**config.mk**
```make
export PLATFORM = sky130hd
export DESIGN_NAME = dm_access_ctrl
export DESIGN_NICKNAME = d
export VERILOG_FILES = /design/src/rtl/dm_access_ctrl.sv
export SDC_FILE = /design/constraint.sdc
export NUM_CORES = 1
export LEC_CHECK = 0
export CAP_MARGIN = 20
export CORE_ASPECT_RATIO = 0.7
export CORE_MARGIN = 8
export CORE_UTILIZATION = 40
export CTS_CLUSTER_SIZE = 14
export DETAILED_ROUTE_END_ITERATION = 10
export PLACE_DENSITY = 0.84
export RECOVER_POWER = 100
export SYNTH_ARGS = -nofsm -noshare
export SYNTH_HDL_FRONTEND = slang
export SYNTH_SLANG_ARGS = --single-unit
```
**constraint.sdc**
```tcl
create_clock -name clk -period 1.8 [get_ports clk]
set_input_delay 0.18 -clock clk [delete_from_list [all_inputs] [get_ports clk]]
set_output_delay 0.18 -clock clk [all_outputs]
set_load 0.01 [all_outputs]
```
**src/rtl/dm_access_ctrl.sv**
```systemverilog
// Data-memory access controller: word/half/byte loads and stores onto a word-wide SRAM
// without byte enables; sub-word stores use read-modify-write. Optional macro: DM_ALIGN_CHECK_EN.
module dm_access_ctrl #(
   parameter int ADDR_WIDTH = 10
) (
   input  logic                  clk,
   input  logic                  rstn,
   input  logic                  req_valid,
   output logic                  req_ready,
   input  logic [1:0]            req_dmwr,
   input  logic [2:0]            req_dmre,
   input  logic [31:0]           req_addr,
   input  logic [31:0]           req_wdata,
   output logic                  resp_valid,
   output logic [31:0]           resp_rdata,
   output logic                  resp_err,
   output logic                  mem_en,
   output logic                  mem_we,
   output logic [ADDR_WIDTH-1:0] mem_addr,
   output logic [31:0]           mem_wdata,
   input  logic [31:0]           mem_rdata
);

   localparam logic [1:0] WR_SW = 2'd1, WR_SH = 2'd2, WR_SB = 2'd3;
   localparam logic [2:0] RE_LW = 3'd1, RE_LH = 3'd2, RE_LHU = 3'd3, RE_LB = 3'd4, RE_LBU = 3'd5;

   typedef enum logic [2:0] {IDLE, READ, MERGE, WRITE, RESP} state_t;

   state_t      state;
   logic        rmw;
   logic        ld;
   logic [1:0]  dmwr_q;
   logic [2:0]  dmre_q;
   logic [1:0]  lane_q;
   logic [31:0] data_q;

   logic        illegal;
   logic        misalign;
   logic        unused_addr;

   assign unused_addr = ^req_addr[31:ADDR_WIDTH+2];
   assign illegal     = ((req_dmwr != 2'd0) && (req_dmre != 3'd0)) || (req_dmre > RE_LBU);

`ifdef DM_ALIGN_CHECK_EN
   assign misalign = (((req_dmwr == WR_SW) || (req_dmre == RE_LW)) && (req_addr[1:0] != 2'b00)) ||
                     (((req_dmwr == WR_SH) || (req_dmre == RE_LH) || (req_dmre == RE_LHU)) && req_addr[0]);
`else
   // Low address bits are simply not used by word/halfword lane selection.
   assign misalign = 1'b0;
`endif

   always_ff @(posedge clk or negedge rstn) begin
      if (!rstn) begin
         state      <= IDLE;
         req_ready  <= 1'b1;
         resp_valid <= 1'b0;
         resp_err   <= 1'b0;
         mem_en     <= 1'b0;
         mem_we     <= 1'b0;
         mem_addr   <= '0;
         rmw        <= 1'b0;
         ld         <= 1'b0;
         dmwr_q     <= 2'd0;
         dmre_q     <= 3'd0;
         lane_q     <= 2'd0;
         data_q     <= 32'd0;
      end else begin
         case (state)
            IDLE: begin
               if (req_valid) begin
                  req_ready <= 1'b0;
                  dmwr_q    <= req_dmwr;
                  dmre_q    <= req_dmre;
                  lane_q    <= req_addr[1:0];
                  data_q    <= req_wdata;
                  mem_addr  <= req_addr[ADDR_WIDTH+1:2];
                  if (illegal || misalign) begin
                     state      <= RESP;
                     resp_valid <= 1'b1;
                     resp_err   <= 1'b1;
                  end else if (req_dmre != 3'd0) begin
                     state  <= READ;
                     mem_en <= 1'b1;
                     ld     <= 1'b1;
                  end else if (req_dmwr == WR_SW) begin
                     state  <= WRITE;
                     mem_en <= 1'b1;
                     mem_we <= 1'b1;
                  end else if (req_dmwr != 2'd0) begin
                     state  <= READ;
                     mem_en <= 1'b1;
                     rmw    <= 1'b1;
                  end else begin
                     state      <= RESP;
                     resp_valid <= 1'b1;
                  end
               end
            end
            READ: begin
               if (rmw) begin
                  state  <= MERGE;
                  mem_we <= 1'b1;
               end else begin
                  state      <= RESP;
                  mem_en     <= 1'b0;
                  resp_valid <= 1'b1;
               end
            end
            MERGE, WRITE: begin
               state      <= RESP;
               mem_en     <= 1'b0;
               mem_we     <= 1'b0;
               resp_valid <= 1'b1;
            end
            RESP: begin
               state      <= IDLE;
               resp_valid <= 1'b0;
               resp_err   <= 1'b0;
               req_ready  <= 1'b1;
               rmw        <= 1'b0;
               ld         <= 1'b0;
            end
            default: begin
               state     <= IDLE;
               req_ready <= 1'b1;
               mem_en    <= 1'b0;
               mem_we    <= 1'b0;
            end
         endcase
      end
   end

   // SRAM read data is live in the cycle after READ, i.e. during MERGE or RESP.
   logic [31:0] merged;
   logic [15:0] half;
   logic [7:0]  byte_sel;

   always_comb begin
      merged = mem_rdata;
      if (dmwr_q == WR_SB) begin
         case (lane_q)
            2'd0:    merged[7:0]   = data_q[7:0];
            2'd1:    merged[15:8]  = data_q[7:0];
            2'd2:    merged[23:16] = data_q[7:0];
            default: merged[31:24] = data_q[7:0];
         endcase
      end else if (lane_q[1]) begin
         merged[31:16] = data_q[15:0];
      end else begin
         merged[15:0] = data_q[15:0];
      end
   end

   always_comb begin
      mem_wdata = 32'd0;
      if (state == MERGE)      mem_wdata = merged;
      else if (state == WRITE) mem_wdata = data_q;
   end

   always_comb begin
      half = lane_q[1] ? mem_rdata[31:16] : mem_rdata[15:0];
      case (lane_q)
         2'd0:    byte_sel = mem_rdata[7:0];
         2'd1:    byte_sel = mem_rdata[15:8];
         2'd2:    byte_sel = mem_rdata[23:16];
         default: byte_sel = mem_rdata[31:24];
      endcase
   end

   always_comb begin
      resp_rdata = 32'd0;
      if (resp_valid && ld) begin
         case (dmre_q)
            RE_LW:   resp_rdata = mem_rdata;
            RE_LH:   resp_rdata = {{16{half[15]}}, half};
            RE_LHU:  resp_rdata = {16'd0, half};
            RE_LB:   resp_rdata = {{24{byte_sel[7]}}, byte_sel};
            RE_LBU:  resp_rdata = {24'd0, byte_sel};
            default: resp_rdata = 32'd0;
         endcase
      end
   end

endmodule

```
**Word-level counts from Yosys, hierarchy flattened**

Index checks and enable logic that the tools add are counted.

- Register bits: 59

- Equal/unequal tests: 27
- $lt $le $gt $ge: 1
- Mux-type cells: 54
- Reduce and logical (&&, ||, !) cells: 20
- Bitwise operators: 2

Operator list:

| cell | number |
|---|---|
| $pmux W32 S5 | 1 |
| $mux W32 | 4 |
| $mux W16 | 3 |
| $mux W8 | 4 |
| $mux W1 | 27 |
| $pmux W8 S3 | 1 |
| $ne A2 B2 Y1 const B | 10 |
| $mux W3 | 6 |
| $reduce_and A6 Y1 | 3 |
| $eq A3 B2 Y1 const B | 4 |
| $eq A3 B3 Y1 const B | 3 |
| $ne A3 B3 Y1 const B | 3 |
| $pmux W3 S3 | 1 |
| $pmux W1 S2 | 4 |
| $eq A3 B1 Y1 const B | 2 |
| $pmux W1 S3 | 2 |
| $reduce_or A3 Y1 | 2 |
| $reduce_and A5 Y1 | 1 |
| $eq A2 B1 Y1 const B | 2 |
| $eq A2 B2 Y1 const B | 2 |
| $ne A4 B4 Y1 const B | 1 |
| $pmux W1 S4 | 1 |
| $reduce_and A2 Y1 | 2 |
| $reduce_and A4 Y1 | 1 |
| other kinds (11) | 14 |

**Depth between registers and ports, before layout**

- Depth in word-level cells: 7
- Mapped depth: 7
- Depth with buffers taken out: 4

**Worst setup path after synthesis**

OpenSTA, ideal clock, no wires.

- Path type: register to output
- From: reg lane_q[1]
- To: out resp_rdata[7]
- Arrival time: 1512 ps
- Data required time: 1620 ps
- Path slack: 108 ps
- Stages on the path, launching flop included: 7
- Path through: dfrtp_1 buf_2 nor2b_1 or2_1 buf_4 a221oi_1 a211oi_1

- Longest elaborated chain between the ends: 4

Ends and longest elaborated chain:

| what | RTL line | RTL |
|---|---|---|
| from (decl) | 34 | `logic [1:0] lane_q;` |
| from (signal assigned) | 74 | `lane_q <= req_addr[1:0];` |
| $eq A2 B2 Y1 (tied with other cells) | 162 | `case (lane_q)` |
| $pmux W8 S3 | 162 |  |
| $pmux W32 S5 * | 173 | `case (dmre_q)` |
| $mux W32 * | 172 | `if (resp_valid && ld) begin` |
| to (decl) | 15 | `output logic [31:0] resp_rdata,` |

Every way passes the cells marked *; elsewhere a longest branch is shown, timed or not.

**Worst setup path after layout**

- From: reg lane_q[0]
- To: out resp_rdata[29]

- Longest elaborated chain between the ends: 4

Ends and longest elaborated chain:

| what | RTL line |
|---|---|
| $eq A2 B2 Y1 (tied with other cells) | 162 |
| $pmux W8 S3 * | 162 |
| $pmux W32 S5 * | 173 |
| $mux W32 * | 172 |

Marks and branches as above.

==> metrics.md <==
| Metric | Value |
|---|---|
| Grt met1 use | 0.326 |
| Critical path's largest stage delay | around 560 ps |
| Skew-Pair Late Insertion Delay | approximately 330 ps |
| Fin util | 0.774 |
| Lkg Pwr | about 0.0034 uW |
| Count of input and output buffers | 162 |
| DRC violations left | 0 |
| Clk pin slew, worst setup/hold paths | 50 ps |
| CTS tree | done |
| Least-Margin Pin Slew | ~840 ps |
| Largest net degree at the start of global routing | 60 |
| Die Y | 99.6 um |
| Vias in the first global route | between 4000 and 5000 |
| Largest family of logic cells by synthesized area | compound AO/OA/AOI/OAI gates |
| Hold/Removal Path Class | in2reg |
| Row Count | 30 |
| Worst Path Max Fanout | 8 |
| Asr flop ratio synth | 1.00 |
| Core area | just under 0.01 mm2 |
| Filler Cell Count | roughly 630 |
| Violated checks | negative setup slack |
| Compound-gate portion of the synthesized area | 0.219 |
| Post-Place Cells | 780 |
| Worst Path Buf+Inv | 3 |
| Part of the cycle the worst path needs | 1.26 |
| Max cap viols | 0 |
| CP Capture Type | output port |
| Status | complete, but fails checks |
| CTS root buf | clkbuf_16 |
| Fmax | approximately 440 MHz |
| Main synth FF type | dfrtp_1 |
| Crit path cell chain | mux4_2, buf_6, a31oi_4, buf_12, a21oi_1, buf_2 |
| Die Area | approximately 0.013 mm2 |
| Ratio of cells with drive above 1 in the final layout | 0.468 |
| Place WS | -649 ps |
| Die W | 135 um |
| Crit start category | register |
| Synthesized instance count | 423 |
| CP top delay family | multiplexers |
| Total power | 7130 uW |
| Fin. max-slew vios | 0 |
| Clock buffer count from CTS | 9 |
| DR WL/cell | roughly 24 um |
| Routed vias | roughly 4900 |
| GRT Overall Usage | 0.263 |
| RePlAce Congestion | roughly 1 |
| Fin nets | ~810 |
| Antenna Cells | 0 |
| Met2 Use GR | 0.426 |
| Post-Synth Adder-Cell Area | 0 |
| Worst EP required | between 1500 and 2000 ps |
| First-pass GRT wire length | 27.4 mm |
| Synth Net Count | around 530 |
| Pwr/cell area | between 900 and 1000 mW/mm2 |
| Post-synthesis simple-gate area fraction | 0.156 |
| Crit path DAT | about 2100 ps |
| Final WL | between 20 and 25 mm |
| #FFs+latches synth | 59 |
| Mapped Area | approximately 0.004 mm2 |
| Routed vias/inst | 5.81 |
| Synth warn | 0 |
| Slowest CP cell | mux4_2 |
| Avg Synthesized Cell Area | approximately 9.4 um2 |
| Hold slack | 462 ps |
| Worst Skew | between 5 and 6 ps |
| Starting Density | 0.412 |
| Final setup vio count | ~100 |
| Most common cell after layout, fill and taps aside | buf_4 |
| Iteration-0 DRC Markers | about 430 |
| Gr busiest metal | met2 |
| Maximum buffer depth of the clock tree | 2 |
| Slew margin rel. | 0.441 |
| Cell variety after synth | between 40 and 50 |
| Grt total ovfl | 0 |
| Post-synth EDFFs | 0 |
| I/O pin count | 183 |
| Register area share after synthesis | 0.370 |
| Detailed placer's ending HPWL | 13.3 mm |
| Initial antenna violation count | 1 |
| Post-Layout Cell Count | 840 |
| Xor and xnor fraction of the mapped netlist area | 0 |
| Final hold violations | 0 |
| Most frequent cells in the layout | 94 x buf_4, 81 x clkdlybuf4s50_1, 54 x dfrtp_1, 53 x buf_2, 51 x nand2_1 |
| Crit path kind | reg2out |
| DRT Pass-1 Iters | 5 |
| Area delta synth->final | 87.9% |
| Post-route setup slack | -467 ps |
| VDD IR max | approximately 0.68 mV |
| Global-route track usage on met3 | 0.0926 |
| CTS Sinks | between 50 and 60 |
| Post-layout min period | around 2300 ps |
| Mux share of post-synthesis cell area | 0.206 |
| H-tree levels | 3 |
| Post-DRT Antenna Nets | 0 |
| RSZ-0062 raised after global routing | true |
[stage by stage]
stage                     instance area, um2  setup TNS [ps]
after global placement                  6460          -23910
final                                   7500          -24310
after detailed placement                6460          -26430
after CTS                               7020          -19630
after floorplan                         3990               0
after global routing                    7500          -30100
[synthesized netlist by cell type (2+ instances only)]
master,n,area share
nand4_1,2,0.0031
o21ai_0,32,0.040
o21bai_1,2,0.0038
nor3b_1,3,0.0056
nand2b_1,6,0.0094
nor4b_2,2,0.0075
mux4_2,8,0.045
nand2_1,56,0.053
buf_2,18,0.023
nor4_1,2,0.0031
nor2_1,21,0.020
nor3_1,6,0.0075
mux2i_1,10,0.025
mux2_2,44,0.12
nand4b_1,5,0.011
a21oi_1,36,0.045
buf_4,2,0.0038
a221oi_1,15,0.033
mux2_1,4,0.011
inv_1,9,0.0085
o21a_1,3,0.0056
nor2b_1,8,0.013
clkbuf_1,13,0.012
o311ai_0,4,0.0088
o21ai_1,7,0.0088
dfrtp_1,58,0.36
or2_1,2,0.0031
nor3b_2,3,0.0094
a21o_1,15,0.028
a32o_1,3,0.0075
a22o_1,8,0.018
[per-layer routing]
layer | part of all wire | wire length (um)
met5 | 0.00089 | 18
met4 | 0.023 | 469
met3 | 0.098 | 1970
met2 | 0.47 | 9520
met1 | 0.41 | 8170
[flip-flops by register name, indices dropped and copies added (netlist names), 2 cells and up]
name and cells:
data_q 32, mem_addr 10, dmre_q 3, state 3, dmwr_q 2, lane_q 2
[report_power, final]
part	internal [uW]	total [uW]	switching, uW
clock network	1210	1820	613
registers	1640	1920	279
logic	1860	3390	1520
total	4710	7130	2420
[tightest hold or removal path: stages]
cell	delay, ps
clkdlybuf4s50_1	410
nand2_1	80
o21ai_0	80
[cell families after synthesis]
logic type | count (synthesis)
simple gates | 122
flops | 59
buf+inv | 44
mux | 66
compound gates | 132
[timing repair]
item	4_1_cts	5_1_grt
hold endpoints to repair	58	0
hold buffers	1	0
endpoints found under the setup margin	64	104
gates resized for setup	322	108
cloned	4	7
setup buffers	17	18
pin swaps	29	22
[path summary, 6_finish.rpt]
path / cells past startpoint / slack, ps / start / to
max: 6 / -470 / lane_q[0] / resp_rdata[29]
min: 3 / 460 / req_addr[0] / lane_q[0]
max reg2reg: 7 / -160 / state[0] / data_q[23]
min reg2reg: 1 / 510 / mem_en / mem_en
max in group asynchronous: 3 / 630 / rstn / lane_q[1]
min in group asynchronous: 3 / 590 / rstn / mem_en
[cell type report]
type,count,area (um2),area share
clock inverter,5,77.6,0.0103
multi-input combinational,320,2730,0.364
timing repair buffer,307,2770,0.369
inverter,10,45.0,0.00601
sequential,59,1480,0.198
tap,128,160,0.0214
clock buffer,11,233,0.0310
Note: power is estimated with default switching activity, not from simulation.
==> RTL change 1 (same flow settings) <==
The 5 states of `state_t` get a Gray code encoding in 3 bits.
--- a/src/rtl/dm_access_ctrl.sv
+++ b/src/rtl/dm_access_ctrl.sv
@@ -25,5 +25,5 @@
    localparam logic [2:0] RE_LW = 3'd1, RE_LH = 3'd2, RE_LHU = 3'd3, RE_LB = 3'd4, RE_LBU = 3'd5;
 
-   typedef enum logic [2:0] {IDLE, READ, MERGE, WRITE, RESP} state_t;
+   typedef enum logic [2:0] {IDLE = 3'b000, READ = 3'b001, MERGE = 3'b011, WRITE = 3'b010, RESP = 3'b110} state_t;
 
    state_t      state;
Formal check against the unedited RTL: same outputs for any inputs over 10 cycles, from zero or initial values and one cycle with rstn low; not proved beyond that.
==> RTL change 1 against the unedited design <==
  * Cell area increased by 0.15%
  * Critical path type unchanged
  * Worst setup slack improved by 100 ps
  * Sequential cell count unchanged
  * The run still ends with negative setup slack left
  * Wire length decreased by 8.7%
  * Via count decreased by 4.5%
  * Area after synthesis increased by 0.82%
Power is not compared: it rests on default switching activity, and its combinational part moved more than twofold at a synthesized area within 25%.
==> RTL change 1: results (changes against the unedited design) <==
GRT
  • Initial antenna violation count: 0 (was 1)
  • First-pass GRT wire length: 26200 µm (was 27400 µm)
  • GR Util met1: 32.7% (was 32.6%)
  • Met2 Use GR: 38.3% (was 42.6%)
  • GRT met3 Usage: 6.59% (was 9.26%)
  • Vias in the first global route: 4725 (was 4842)
  • Global router's overall resource usage: 24.6% (was 26.3%)

CTS
  • Clk buf depth: 2 (unchanged)
  • # H-tree levels: 3 (unchanged)
  • Clk slew on worst S/H paths: 50 ps (about the same)
  • Total CTS buffers: 9 (unchanged)

Cells and area
  • Nets: 784 (was 811)
  • Layout cells sized above 1: 50.5% (was 46.8%)
  • Largest registers: data_q: 32 flops, mem_addr: 10 flops (unchanged)
  • Ant diodes: 0 (unchanged)

Floorplan
  • # rows: 30 (unchanged)

STA
  • Setup violations, final: 116 (was 104)
  • Final worst slack: -367 ps (was -467 ps)
  • Slew @ Worst Pin: 1310 ps (was 839 ps)
  • Clk_skew: 4.40 ps (was 5.99 ps)

Synth
  • Sequential-to-total area share from yosys stat: 36.7% (was 37.0%)
  • Ys Warns: 0 (unchanged)
  • Post-synth ARST share: 100% (unchanged)
  • Largest cells by area after synthesis: dfrtp_1, mux2_2, o21ai_0 (was dfrtp_1, mux2_2, nand2_1)
  • Syn Nets: 520 (was 527)
  • Most frequent cells after synthesis: dfrtp_1, mux2_2, o21ai_0, a21oi_1 (was dfrtp_1, nand2_1, mux2_2, a21oi_1, o21ai_0)
  • Synth unique cells: 47 (unchanged)

Setup path
  • Arrival @ worst endpoint: 1990 ps (was 2090 ps)
  • CP max stage delay: 440 ps (was 560 ps)
  • CP top delay family: buffers and inverters (was multiplexers)
  • Max FO, Critical Path: 5 (was 8)
  • CP endpoint kind: output port (unchanged)
  • Slowest cell on the critical path: dfrtp_2 (was mux4_2)

Pwr
  • Leakage Power: 3.52 nW

Place
  • DP Worst Slack: -706 ps (was -649 ps)
  • DP Wirelength: 12700 µm (was 13300 µm)
  • Placer Congestion: 0.903 (was 0.996)
  • IO Port Bufs: 162 (unchanged)

Status
  • Failing checks: negative setup slack (unchanged)
  • Outcome: finished, violations left (unchanged)

Detailed routing
  • DRT Pass-1 Iters: 4 (was 5)
  • Starting DRT DRC Count: 280 (was 431)
  • Vias per cell: 5.73 (was 5.81)
  • Routed wire length: 18400 µm (was 20200 µm)
[RTL change 1: changes by cell type after synthesis, moves of 6 or more]
cell      before  now
mux2i_1       10   17
o22ai_1        0    8
a22o_1         8    0
o21ai_1        7    0
nand3b_1       0    8
a311oi_1       0    8
a21o_1        15   24
and3_1         0    9
nand2_1       56   24
a21oi_1       36   29
o21ai_0       32   38
a22oi_1        0    9
[RTL change 1: stage by stage]
| step | std cells | area (µm²) | utilization [%] | setup TNS, ps |
|---|---|---|---|---|
| after global placement | 766 | 6450 | 66.3 | -26030 |
| final | 813 | 7510 | 77.2 | -26470 |
| after global routing | 813 | 7510 | 77.2 | -35800 |
| after floorplan | 416 | 4020 | - | 0 |
| after CTS | 804 | 7070 | 72.8 | -17180 |
| after detailed placement | 766 | 6450 | 66.3 | -26580 |
[RTL change 1: final timing paths]
path	from	endpoint	slack (ps)	cells past startpoint
max	lane_q[0]	mem_wdata[15]	-370	7
min	req_addr[1]	lane_q[1]	440	3
max reg2reg	state[2]	data_q[0]	-250	6
min reg2reg	req_ready	req_ready	490	2
max in group asynchronous	rstn	lane_q[0]	140	3
min in group asynchronous	rstn	mem_addr[4]	780	3
[RTL change 1: what timing repair did]
action                                  4_1_cts  5_1_grt
endpoints found under the setup margin      111      104
setup buffers                                21        6
pin swaps                                    23       28
hold buffers                                  1        0
hold endpoints to repair                     58        0
gates resized for setup                     319      105
gates cloned                                  1        5
[RTL change 1: area by class of cell]
type	instances	area [µm²]
multi-input combinational	307	2880
timing repair buffer	290	2560
fill	640	2210
sequential	59	1480
clock buffer	12	256
tap	128	160
clock inverter	4	120
inverter	13	48.8
[RTL change 1: worst min-delay path: stages]
cell	delay, ps
clkdlybuf4s50_1	400
nand2_1	60
o21ai_0	70
[RTL change 1: metal layers]
layer,part of all wire (%),wire [µm]
met2,45,8250
met4,2.0,368
met5,0,0
met3,10,1910
met1,43,7870
[RTL change 1: logic make-up after synthesis]
family                 synth area share, %
and+or+nand+nor                       12.3
buffers and inverters                 5.60
AOI/OAI and AO/OA                     23.5
DFF                                   36.7
muxes                                 21.9
[RTL change 1: where the power goes]
part           switching, W  internal [W]  leakage (nW)  total, W
logic               0.00337       0.00385          2.64   0.00722
clock network      0.000611       0.00157         0.183   0.00218
registers          0.000536       0.00199         0.698   0.00253
==> RTL change 2 (config.mk and constraints unchanged) <==
Made on the original files. Change the parameter `ADDR_WIDTH` from 10 to 9.
--- a/src/rtl/dm_access_ctrl.sv
+++ b/src/rtl/dm_access_ctrl.sv
@@ -2,5 +2,5 @@
 // without byte enables; sub-word stores use read-modify-write. Optional macro: DM_ALIGN_CHECK_EN.
 module dm_access_ctrl #(
-   parameter int ADDR_WIDTH = 10
+   parameter int ADDR_WIDTH = 9
 ) (
    input  logic                  clk,
Interface: changed (resized mem_addr); port bits go from 183 to 182. No check against the original RTL was run, so the function may have changed too.
==> RTL change 2 against the unedited design <==
  * The flow still finishes with violations (negative setup slack)
  * Global-route usage decreased by 0.83 points
  * Highest routed layer is now met4
  * Via count decreased by 6.1%
  * Area after synthesis decreased by 2.4%
  * Sequential cell count decreased by 1
  * Cell area decreased by 6.8%
  * Power decreased by 2.1%
  * Sequential share of layout area increased by 1.1 points
  * Worst setup slack got worse by 45 ps
  * Synthesized cell count decreased by 4.0%
  * Largest power group unchanged
  * Wire length decreased by 11%
  * Utilization decreased by 4.4 points
  * Critical path depth increased by 1
  * Maximum frequency decreased by 2.0%
==> RTL change 2: results (changes against the unedited design) <==
Synth
  • Most frequent cells after synthesis: dfrtp_1, nand2_1, a21oi_1, mux2_2, o21ai_0 (was dfrtp_1, nand2_1, mux2_2, a21oi_1, o21ai_0)
  • Mapped Cells: 406 (was 423)
  • Largest cells by area after synthesis: dfrtp_1, mux2_2, a21oi_1 (was dfrtp_1, mux2_2, nand2_1)
  • Synth unique cells: 43 (was 47)

GRT
  • Vias in the first global route: 4665 (was 4842)
  • Initial antenna violation count: 0 (was 1)
  • Largest net degree at the start of global routing: 40 (was 60)
  • Global router's overall resource usage: 25.4% (was 26.3%)
  • First-pass GRT wire length: 26700 µm (was 27400 µm)

Cells and area
  • Layout cells sized above 1: 48.4% (was 46.8%)
  • Nets: 771 (was 811)
  • Largest registers: data_q: 32 flops, mem_addr: 9 flops (was data_q: 32 flops, mem_addr: 10 flops)
  • P&R area growth vs syn: 79.5% (was 87.9%)

Place
  • Placer Congestion: 0.916 (was 0.996)
  • IO Port Bufs: 160 (was 162)
  • DP Worst Slack: -727 ps (was -649 ps)
  • Inst Count DP: 754 (was 780)
  • DP Wirelength: 12600 µm (was 13300 µm)

Pwr
  • IR drop worst, VDD: 0.734 mV (was 0.676 mV)
  • Leakage Power: 3.03 nW (was 3.42 nW)
  • Sequential Power: 0.00188 W (was 0.00192 W)
  • Power Total: 0.00698 W (was 0.00713 W)
  • Switching pwr: 0.00235 W (was 0.00242 W)

Detailed routing
  • Vias per cell: 5.73 (was 5.81)
  • Starting DRT DRC Count: 562 (was 431)
  • Via Count: 4582 (was 4878)

Status
  • Failing checks: negative setup slack (unchanged)
  • Outcome: finished, violations left (unchanged)

STA
  • Final worst slack: -512 ps (was -467 ps)
  • FMAX: 0.433 GHz (was 0.441 GHz)
  • Slew @ Worst Pin: 755 ps (was 839 ps)
  • Clk_skew: 5.85 ps (was 5.99 ps)
  • Setup violations, final: 112 (was 104)
  • Final TNS setup: -24980 ps (was -24310 ps)
  • Worst hold slack: 441 ps (was 462 ps)

Setup path
  • Worst reg2reg setup slack: -100 ps (was -160 ps)
  • Arrival @ worst endpoint: 2130 ps (was 2090 ps)
  • Slowest cell on the critical path: dfrtp_1 (was mux4_2)
  • CP max stage delay: 420 ps (was 560 ps)

Worst hold path
  • Hold WC Path Type: in2async (was in2reg)

CTS
  • Post-CTS Resized: 288 (was 322)
RTL change 2: changes by cell type after synthesis, moves of 5 or more:
cell	before	now
nor2b_1	8	13
a22o_1	8	19
buf_2	18	12
a21oi_1	36	46
nand2_1	56	47
o21ai_0	32	22
a221oi_1	15	10
a211oi_1	1	6
inv_1	9	3
nand2b_1	6	1
RTL change 2: critical path, delay by kind of cell, from the launching register on:
family | cells | cell delay (ps)
simple gates | 2 | 520
buf+inv | 3 | 310
flops | 1 | 420
mux | 1 | 360
compound gates | 1 | 190
RTL change 2: cells by family (layout without fill, tap and decap cells):
group,Yosys count,in the layout,synth area share [%]
buffers and inverters,34,300,4.15
AOI/OAI and AO/OA,136,136,22.7
DFF,58,58,37.3
muxes,66,66,21.1
and+or+nand+nor,112,112,14.7
RTL change 2: area by class of cell:
cell class / count / area share, %
Sequential cell: 58 / 20.8
Timing Repair Buffer: 280 / 33.5
Multi-Input combinational cell: 314 / 38.1
Clock buffer: 9 / 3.22
Clock inverter: 7 / 1.79
Inverter: 4 / 0.215
Tap cell: 128 / 2.29
RTL change 2: per-layer routing:
layer | vias up | wire [µm] | track usage [%]
met2 | 294 | 7910 | 39.2
met1 | 2213 | 7510 | 33.5
met4 | 0 | 370 | 6.10
met3 | 39 | 2130 | 8.74
li1 | 2036 | - | -
met5 | - | 0 | 0
RTL change 2: path summary, 6_finish.rpt:
kind                               startpoint        endpoint  cells after the start
worst max-delay path                lane_q[0]  resp_rdata[13]                      7
worst min-delay path                     rstn      data_q[26]                      2
worst max register to register       state[0]     mem_addr[0]                      6
worst min register to register    mem_addr[1]     mem_addr[1]                      1
max in group asynchronous                rstn       data_q[0]                      3
min in group clk                req_wdata[22]      data_q[22]                      2
